--- src/rtl/majority_pattern_gen_pkg.sv ---
// Purpose: shared types, weight constants and per-weight pattern lookups for
//          the majority pattern generator.
// Ports:   none (package).
package majority_pattern_pkg;

  localparam int unsigned PAT_W = 3;
  localparam int unsigned K_W   = 2;

  typedef enum logic {
    IDLE = 1'b0,
    EMIT = 1'b1
  } state_t;

  localparam logic [K_W-1:0] K_ZERO  = 2'd0;
  localparam logic [K_W-1:0] K_ONE   = 2'd1;
  localparam logic [K_W-1:0] K_TWO   = 2'd2;
  localparam logic [K_W-1:0] K_THREE = 2'd3;

  // Indexed by k: entry [k] is the first / last pattern of weight k.
  localparam logic [3:0][PAT_W-1:0] FIRST_PAT = {3'b111, 3'b011, 3'b001, 3'b000};
  localparam logic [3:0][PAT_W-1:0] LAST_PAT  = {3'b111, 3'b110, 3'b100, 3'b000};

  // Number of ones in a 3-bit pattern (max 3 fits in K_W bits).
  function automatic logic [K_W-1:0] weight(input logic [PAT_W-1:0] p);
    return K_W'(p[0]) + K_W'(p[1]) + K_W'(p[2]);
  endfunction

endpackage

--- src/rtl/majority_pattern_gen_if.sv ---
// Purpose: request/response bundle between a stimulus consumer and the
//          majority pattern generator.
// Ports:   req_val/req_rdy/req_k request channel; resp_val/resp_rdy plus
//          out0..2, resp_maj, resp_last payload; pat_count status.
//          slave = generator side, master = consumer side.
interface majority_pattern_gen_if #(
  parameter int unsigned CNT_W = 8
) ();

  logic             req_val;
  logic             req_rdy;
  logic [1:0]       req_k;
  logic             resp_val;
  logic             resp_rdy;
  logic             out0;
  logic             out1;
  logic             out2;
  logic             resp_maj;
  logic             resp_last;
  logic [CNT_W-1:0] pat_count;

  modport slave (
    input  req_val, req_k, resp_rdy,
    output req_rdy, resp_val, out0, out1, out2, resp_maj, resp_last, pat_count
  );

  modport master (
    output req_val, req_k, resp_rdy,
    input  req_rdy, resp_val, out0, out1, out2, resp_maj, resp_last, pat_count
  );

endinterface

--- src/rtl/majority_pattern_gen_step.sv ---
// Purpose: combinational successor of a 3-bit pattern within its weight class.
// Ports:   i_pat      current pattern
//          o_pat_nxt  next pattern of the same weight (held if none)
//          o_is_last  i_pat is the final pattern of its weight sequence
module majority_pattern_step
  import majority_pattern_pkg::*;
(
  input  logic [PAT_W-1:0] i_pat,
  output logic [PAT_W-1:0] o_pat_nxt,
  output logic             o_is_last
);

  // Ascending order within each weight class.
  always_comb begin
    o_pat_nxt = i_pat;
    case (i_pat)
      3'b001:  o_pat_nxt = 3'b010;
      3'b010:  o_pat_nxt = 3'b100;
      3'b011:  o_pat_nxt = 3'b101;
      3'b101:  o_pat_nxt = 3'b110;
      default: o_pat_nxt = i_pat;
    endcase
  end

  assign o_is_last = (i_pat == LAST_PAT[weight(i_pat)]);

endmodule

--- src/rtl/majority_pattern_gen.sv ---
// Purpose: emits every 3-bit pattern of a requested weight k in ascending
//          order, one per response handshake, tagged with its majority bit.
// Ports:   clk, rst_n (async, active-low)
//          bus (slave): req_val/req_rdy/req_k in, resp_val/resp_rdy handshake,
//          out0..2 pattern, resp_maj (k>=2), resp_last, pat_count (saturating)
module majority_pattern_gen
  import majority_pattern_pkg::*;
#(
  parameter int unsigned CNT_W = 8
) (
  input  logic                 clk,
  input  logic                 rst_n,
  majority_pattern_gen_if.slave bus
);

  localparam logic [CNT_W-1:0] CNT_MAX = '1;

  state_t           r_state;
  state_t           w_state_nxt;
  logic             r_req_rdy;
  logic             r_resp_val;
  logic [PAT_W-1:0] r_pat;
  logic [K_W-1:0]   r_k;
  logic             r_maj;
  logic             r_last;
  logic [CNT_W-1:0] r_cnt;
  logic [PAT_W-1:0] w_pat_step;
  logic             w_is_last;
  logic             w_accept;
  logic             w_hs;

  majority_pattern_step u_step (
    .i_pat     (r_pat),
    .o_pat_nxt (w_pat_step),
    .o_is_last (w_is_last)
  );

  // Next-state and handshake decode.
  always_comb begin
    w_state_nxt = r_state;
    w_accept    = 1'b0;
    w_hs        = 1'b0;
    case (r_state)
      IDLE: begin
        if (bus.req_val && r_req_rdy) begin
          w_accept    = 1'b1;
          w_state_nxt = EMIT;
        end
      end
      EMIT: begin
        if (r_resp_val && bus.resp_rdy) begin
          w_hs = 1'b1;
          if (w_is_last) w_state_nxt = IDLE;
        end
      end
      default: w_state_nxt = IDLE;
    endcase
  end

  // State register; ready/valid registered from the next state.
  always_ff @(posedge clk or negedge rst_n) begin
    if (!rst_n) begin
      r_state    <= IDLE;
      r_req_rdy  <= 1'b1;
      r_resp_val <= 1'b0;
    end else begin
      r_state    <= w_state_nxt;
      r_req_rdy  <= (w_state_nxt == IDLE);
      r_resp_val <= (w_state_nxt == EMIT);
    end
  end

  // Pattern payload: load on accept, advance on non-final handshake, else hold.
  always_ff @(posedge clk or negedge rst_n) begin
    if (!rst_n) begin
      r_pat  <= '0;
      r_k    <= K_ZERO;
      r_maj  <= 1'b0;
      r_last <= 1'b0;
    end else if (w_accept) begin
      r_k    <= bus.req_k;
      r_pat  <= FIRST_PAT[bus.req_k];
      r_maj  <= bus.req_k[1];
      r_last <= (FIRST_PAT[bus.req_k] == LAST_PAT[bus.req_k]);
    end else if (w_hs && !w_is_last) begin
      r_pat  <= w_pat_step;
      r_last <= (w_pat_step == LAST_PAT[r_k]);
    end
  end

  // Saturating handshake counter.
  always_ff @(posedge clk or negedge rst_n) begin
    if (!rst_n) begin
      r_cnt <= '0;
    end else if (w_hs && (r_cnt != CNT_MAX)) begin
      r_cnt <= r_cnt + CNT_W'(1);
    end
  end

  assign bus.req_rdy   = r_req_rdy;
  assign bus.resp_val  = r_resp_val;
  assign bus.out0      = r_pat[0];
  assign bus.out1      = r_pat[1];
  assign bus.out2      = r_pat[2];
  assign bus.resp_maj  = r_maj;
  assign bus.resp_last = r_last;
  assign bus.pat_count = r_cnt;

endmodule

--- src/flat_wrapper.sv ---
// flat-port wrapper written by rule: the top's interface ports become plain ports
module majority_pattern_gen_flat import majority_pattern_pkg::*;
#(
  parameter int unsigned CNT_W = 8
)
  (clk, rst_n, bus_req_val, bus_req_k, bus_resp_rdy, bus_req_rdy, bus_resp_val, bus_out0, bus_out1, bus_out2, bus_resp_maj, bus_resp_last, bus_pat_count);
  majority_pattern_gen_if #(.CNT_W(CNT_W)) bus_i ();
  input  logic clk;
  input  logic rst_n;
  input wire logic [$bits(bus_i.req_val)-1:0] bus_req_val;
  input wire logic [$bits(bus_i.req_k)-1:0] bus_req_k;
  input wire logic [$bits(bus_i.resp_rdy)-1:0] bus_resp_rdy;
  output wire logic [$bits(bus_i.req_rdy)-1:0] bus_req_rdy;
  output wire logic [$bits(bus_i.resp_val)-1:0] bus_resp_val;
  output wire logic [$bits(bus_i.out0)-1:0] bus_out0;
  output wire logic [$bits(bus_i.out1)-1:0] bus_out1;
  output wire logic [$bits(bus_i.out2)-1:0] bus_out2;
  output wire logic [$bits(bus_i.resp_maj)-1:0] bus_resp_maj;
  output wire logic [$bits(bus_i.resp_last)-1:0] bus_resp_last;
  output wire logic [$bits(bus_i.pat_count)-1:0] bus_pat_count;
  assign bus_i.req_val = bus_req_val;
  assign bus_i.req_k = bus_req_k;
  assign bus_i.resp_rdy = bus_resp_rdy;
  assign bus_req_rdy = bus_i.req_rdy;
  assign bus_resp_val = bus_i.resp_val;
  assign bus_out0 = bus_i.out0;
  assign bus_out1 = bus_i.out1;
  assign bus_out2 = bus_i.out2;
  assign bus_resp_maj = bus_i.resp_maj;
  assign bus_resp_last = bus_i.resp_last;
  assign bus_pat_count = bus_i.pat_count;
  majority_pattern_gen #(.CNT_W(CNT_W)) u_core (.clk(clk), .rst_n(rst_n), .bus(bus_i));
endmodule
--- config.mk ---
export PLATFORM = sky130hd
export DESIGN_NAME = majority_pattern_gen_flat
export DESIGN_NICKNAME = d
export VERILOG_FILES = /design/src/rtl/majority_pattern_gen_pkg.sv /design/src/rtl/majority_pattern_gen_if.sv /design/src/rtl/majority_pattern_gen_step.sv /design/src/rtl/majority_pattern_gen.sv /design/src/flat_wrapper.sv
export SDC_FILE = /design/constraint.sdc
export NUM_CORES = 1
export LEC_CHECK = 0
export ABC_CLOCK_PERIOD_IN_PS = 1800
export BUFFER_PORTS_ARGS = -buffer_cell sky130_fd_sc_hd__buf_2
export CORE_ASPECT_RATIO = 1.25
export CORE_UTILIZATION = 45
export CTS_BUF_LIST = sky130_fd_sc_hd__clkbuf_4 sky130_fd_sc_hd__clkbuf_8 sky130_fd_sc_hd__clkbuf_16
export CTS_CLUSTER_DIAMETER = 120
export DETAILED_ROUTE_END_ITERATION = 10
export GPL_TIMING_DRIVEN = 0
export PLACE_DENSITY_LB_ADDON = 0.2
export SLEW_MARGIN = 20
export SYNTH_ARGS = -nofsm -noshare
export SYNTH_HDL_FRONTEND = slang
export SYNTH_SLANG_ARGS = --single-unit
--- constraint.sdc ---
create_clock -name clk -period 1.8 [get_ports clk]
set_input_delay 0.18 -clock clk [delete_from_list [all_inputs] [get_ports clk]]
set_output_delay 0.18 -clock clk [all_outputs]
set_load 0.02 [all_outputs]
# Word level (Yosys, flattened, before mapping)
# Cells that the tools add are included.
# W data, S select, Z words.
[word_totals] reg_bits=17 latchBits=0 ram_bits=0 romBits=0 inputBits=6 mem_count=0
[op_classes] n_addsub=3 n_mul=0 n_div=0 order_cmp=3 n_eq_ne=8 n_shift=0 mux=20 n_bitwise=2 reduce_logical=6
[ops] operator="$bmux W3 S2" n=4
[ops] operator="$mux W3" n=6
[ops] operator="$pmux W3 S4" n=1
[ops] operator="$eq A3 B3 Y1" n=3
[ops] operator="$lt A2 B3 Y1 const B" n=3
[ops] operator="$add A8 B1 Y8 const B" n=1
[ops] operator="$mux W1" n=8
[ops] operator="$ne A8 B8 Y1 const B" n=1
[ops] operator="$eq A3 B2 Y1 const B" n=2
[ops] operator="$logic_and A1 B1 Y1" n=4
[ops] operator="$eq A3 B1 Y1 const B" n=1
[ops] operator="$eq A3 B3 Y1 const B" n=1
[ops] operator="$add A1 B1 Y2" n=1
[ops] operator="$add A2 B1 Y2" n=1
[ops] operator="$not A1 Y1" n=2
[ops] operator="$pmux W1 S2" n=1
[ops] operator="$reduce_bool A2 Y1" n=1
[ops] operator="$logic_not A1 Y1" n=1

# Logic depth before layout (Yosys ltp)
[depth] depth_word=9 mapped_depth=5 ltp_nobuf=5

# Hierarchy
# Synthesis repeated with hierarchy kept, for this count alone.
[unflattened] cells_unflattened=79 hier_area_um2=832.0
[by_module_without_submodules] mod="majority_pattern_gen" instances=1 cells_each=74 area_each_um2=789.5 seq_area_each_um2=401.6
[by_module_without_submodules] mod="majority_pattern_step" instances=1 cells_each=5 area_each_um2=42.5 seq_area_each_um2=0.0

# Worst setup path after synthesis
# No wires, ideal clock.
[synth_timing] path_type="flip-flop to flip-flop" start="reg u_core.r_cnt[0], in the netlist u_core.bus.pat_count[0]" end="reg u_core.r_cnt[1], in the netlist u_core.bus.pat_count[1]" setup_time_ns=0.128 t_arrival_ns=1.444 t_required_ns=1.672 setup_slack_ns=0.228 path_stages_with_launch=5 n_path_buf=0 period_less_slack_ns=1.572 cell_sequence="dfrtp_1 > ha_1 > and3_1 > a31oi_1 > mux2_1"
[synth_between] elab_chain_cells=2
[synth_rtl] element="start: declaration" line="majority_pattern_gen.sv:26" source="logic [CNT_W-1:0] r_cnt;"
[synth_rtl] element="start signal: assignment" line="majority_pattern_gen.sv:96" source="r_cnt <= r_cnt + CNT_W'(1);"
[synth_rtl] element="branches (longest 2 deep; another with $add A8 B1 Y8)"
# Parallel ways; which one is timed is not known.
# A chain may end at the register's enable or synchronous reset.

# Final worst setup path
# Ends and elaborated chain as after synthesis.

==> flow_summary.yaml <==
power_and_ir_drop:
  p_sw_mw: 0.733
  power_density_mw_per_mm2: 1670
  power_frac_comb_pct: 45.2
  power.total_mw: 1.70
  intPower_mw: 0.963
  power.clock.fraction_pct: 13.5
  ir_drop_mv: 0.877
  p_seq_share_pct: 41.3
  p_leak_nw: 0.489
  p_sw_share_pct: 43.2
critical_path:
  cp-startpoint: "u_core.bus.pat_count[0]$_DFFE_PN0P_"
  timing.reg2reg.setup_slack_ns: 0.22
  critical_path_arrival_ns: 1.75
  cp_slowest_cell: "dfrtp_1"
  required_ns: 1.97
  max_stage_delay_ns: 0.43
  path_delay_family: "flip-flops"
  cp_num_buf_inv: 0
  path_max_fanout: 4
  r2r_start: "u_core.bus.pat_count[0]$_DFFE_PN0P_"
  startpoint_type: "register"
  path_class: "reg -> reg"
  cp-end-kind: "register"
  cp_cell_sequence: "ha_1, and3_1, a31oi_1, mux2_1"
route:
  drt-total-wl_mm: 1.57
  ant_nets: 0
  routedWlPerCell_um: 12.6
  vias: 681
  firstDrtPassIters: 3
  drtIter0Drc: 5
  drc: 0
  vias_per_cell: 5.45
global_routing:
  use_met3_pct: 2.65
  grt_pass1_vias: 664
  grt_use_met1_pct: 24.9
  antenna_found_initial: 0
  grt_max_degree: 17
  overflow: 0
  grt-busiest-layer: "met2"
  grtUsageTotal_pct: 19.5
  grt_pass1_wl_mm: 2.73
  use_met2_pct: 30.7
timing:
  rsz0062_at_grt: "no"
  worst_pin_slew_ns: 0.366
  totalNegativeSetupSlack_ns: 0
  whs_ns: 0.156
  slew_viol_final: 0
  period_share_pct: 87.6
  fin_skew_ns: 0.00117
  final.min_clock_period_ns: 1.58
  relSlewSlack_pct: 75.6
  max_freq_mhz: 634
  hold_violations: 0
  setup_violations: 0
final_layout:
  n_antenna_cell: 0
  area_growth_pct: 20.2
  utilization_pct: 57.4
  nFillCells: 167
  drive_above_1_share_pct: 29.2
  nets: 116
  layout_common_cells: "buf_2, dfrtp_1, nand2_1"
  layout_commonest_cell: "buf_2"
yosys:
  synthMuxAreaShare_pct: 3.12
  syn_area_per_cell_um2: 10.4
  syn_area_um2: 843
  synth_edf_count: 0
  synth_seq_cells: 16
  synth_top_family_by_area: "simple AND/OR/NAND/NOR gates"
  synth_compound_area_share_pct: 11.6
  synth_cell_type_count: 35
  synthAdderAreaFrac_pct: 4.45
  synth-async-reset-ratio_pct: 100
  synthCells: 81
  synth_xor_area_share_pct: 5.19
  synthSimpleGateAreaFrac_pct: 24.9
  synth_nets: 90
  ys_seq_area_share_pct: 47.6
  ys_warn_count: 0
  ys.flop_type: "dfrtp_1"
floorplanning:
  io_pins: 21
  die_w_um: 40.7
  die_h_um: 50.4
  coreArea_mm2: 0.00177
  rows: 17
  initial_core_util_pct: 47.8
  die_area_mm2: 0.00205
clocking:
  cts_sinks: 16
  cts_setup_buffers: 0
  cts_tree: "done"
  clockRootBuffer: "clkbuf_4"
  clk_latency_ns: 0.28
  clockBufferDepth: 2
  htree_levels: 1
  cts_buffers: 3
  clk_pin_slew_ns: 0.09
placement:
  hpwl_mm: 1.20
  portBuffers: 20
  gp_congestion: 0.791
worst_hold_path:
  worstHoldPathType: "in -> reg"
  hp-start: "bus_resp_rdy"
run_status:
  status: "finished clean"
flow_run:
  cap_violations: 0
==> repair_timing <==
item / CTS / global route
hold buffers: 1 / 0
gates resized for setup: 0 / 0
hold endpoints to repair: 15 / 0
==> area by class of cell <==
type	count	area (µm²)	share of cell area, %
buffer	2	15.0	1.48
clock buffer	4	36.3	3.58
sequential	16	402	39.6
multi-input combinational	60	415	41.0
timing repair buffer	21	110	10.9
inverter	3	11.3	1.11
tap	19	23.8	2.35
==> synth_stat cells, types with 2 or more instances <==
master    number  area, µm²
a21oi_1        4       20.0
and3_1         3       18.8
dfrtp_1       15        375
ha_1           3       37.5
inv_1          3       11.3
nand2_1        8       30.0
nand2b_1       3       18.8
nand3_1        6       30.0
nor2_1         3       11.3
nor3_1         3       15.0
o21a_1         2       15.0
o21ai_0        2       10.0
xnor2_1        2       17.5
xor2_1         3       26.3
==> worst reg2reg max path, cell delays in order, from the launching register on <==
cell and delay (ns):
dfrtp_1 0.43, ha_1 0.22, and3_1 0.19, a31oi_1 0.28, mux2_1 0.35
==> power groups by stage <==
stage,Clock (mW),Sequential [mW],Combinational [mW]
detailed placement,0,0.709,0.773
floorplan,0,0.852,0.381
global placement,0,0.697,0.750
global route,0.254,0.725,0.862
CTS,0.238,0.702,0.777
finish,0.228,0.701,0.767
==> kinds of logic after synthesis <==
kind of cell / count (synthesis)
buffers and inverters: 5
AND/OR/NAND/NOR: 36
XOR/XNOR: 5
adder cells (fa/ha/maj): 3
AO/OA/AOI/OAI: 14
multiplexers: 2
flip-flops: 16
==> per-layer routing <==
metal  vias up  routed length (µm)
met5         -                   0
met4         0                  16
met3         2                  35
met2         9                 756
met1       329                 762
li1        341                   -
==> metrics by stage <==
stage / cell area (µm²) / setup WS, ns / std cells
after floorplan: 843 / 0.228 / 81
after global placement: 967 / 0.263 / 120
after detailed placement: 967 / 0.237 / 120
after CTS: 1010 / 0.215 / 125
after global routing: 1010 / 0.141 / 125
final: 1010 / 0.223 / 125
==> sequential cells by signal, indices dropped and copies added (netlist names) <==
name	cells
u_core.bus.pat_count	8
u_core.r_pat	3
u_core.r_k	2
u_core.bus.req_rdy	1
u_core.bus.resp_last	1
u_core.r_state	1
==> worst paths after layout <==
| check | cells after the start | to |
|---|---|---|
| worst min register to register | 1 | u_core.bus.req_rdy$_DFF_PN1_ |
| worst min-delay path | 3 | u_core.bus.req_rdy$_DFF_PN1_ |
| min in group asynchronous | 2 | u_core.bus.pat_count[1]$_DFFE_PN0P_ |
| max in group asynchronous | 2 | u_core.bus.req_rdy$_DFF_PN1_ |
| worst max register to register | 4 | u_core.bus.pat_count[1]$_DFFE_PN0P_ |
| worst max-delay path | 4 | u_core.bus.pat_count[1]$_DFFE_PN0P_ |
Power figures use the tool's default switching activity.
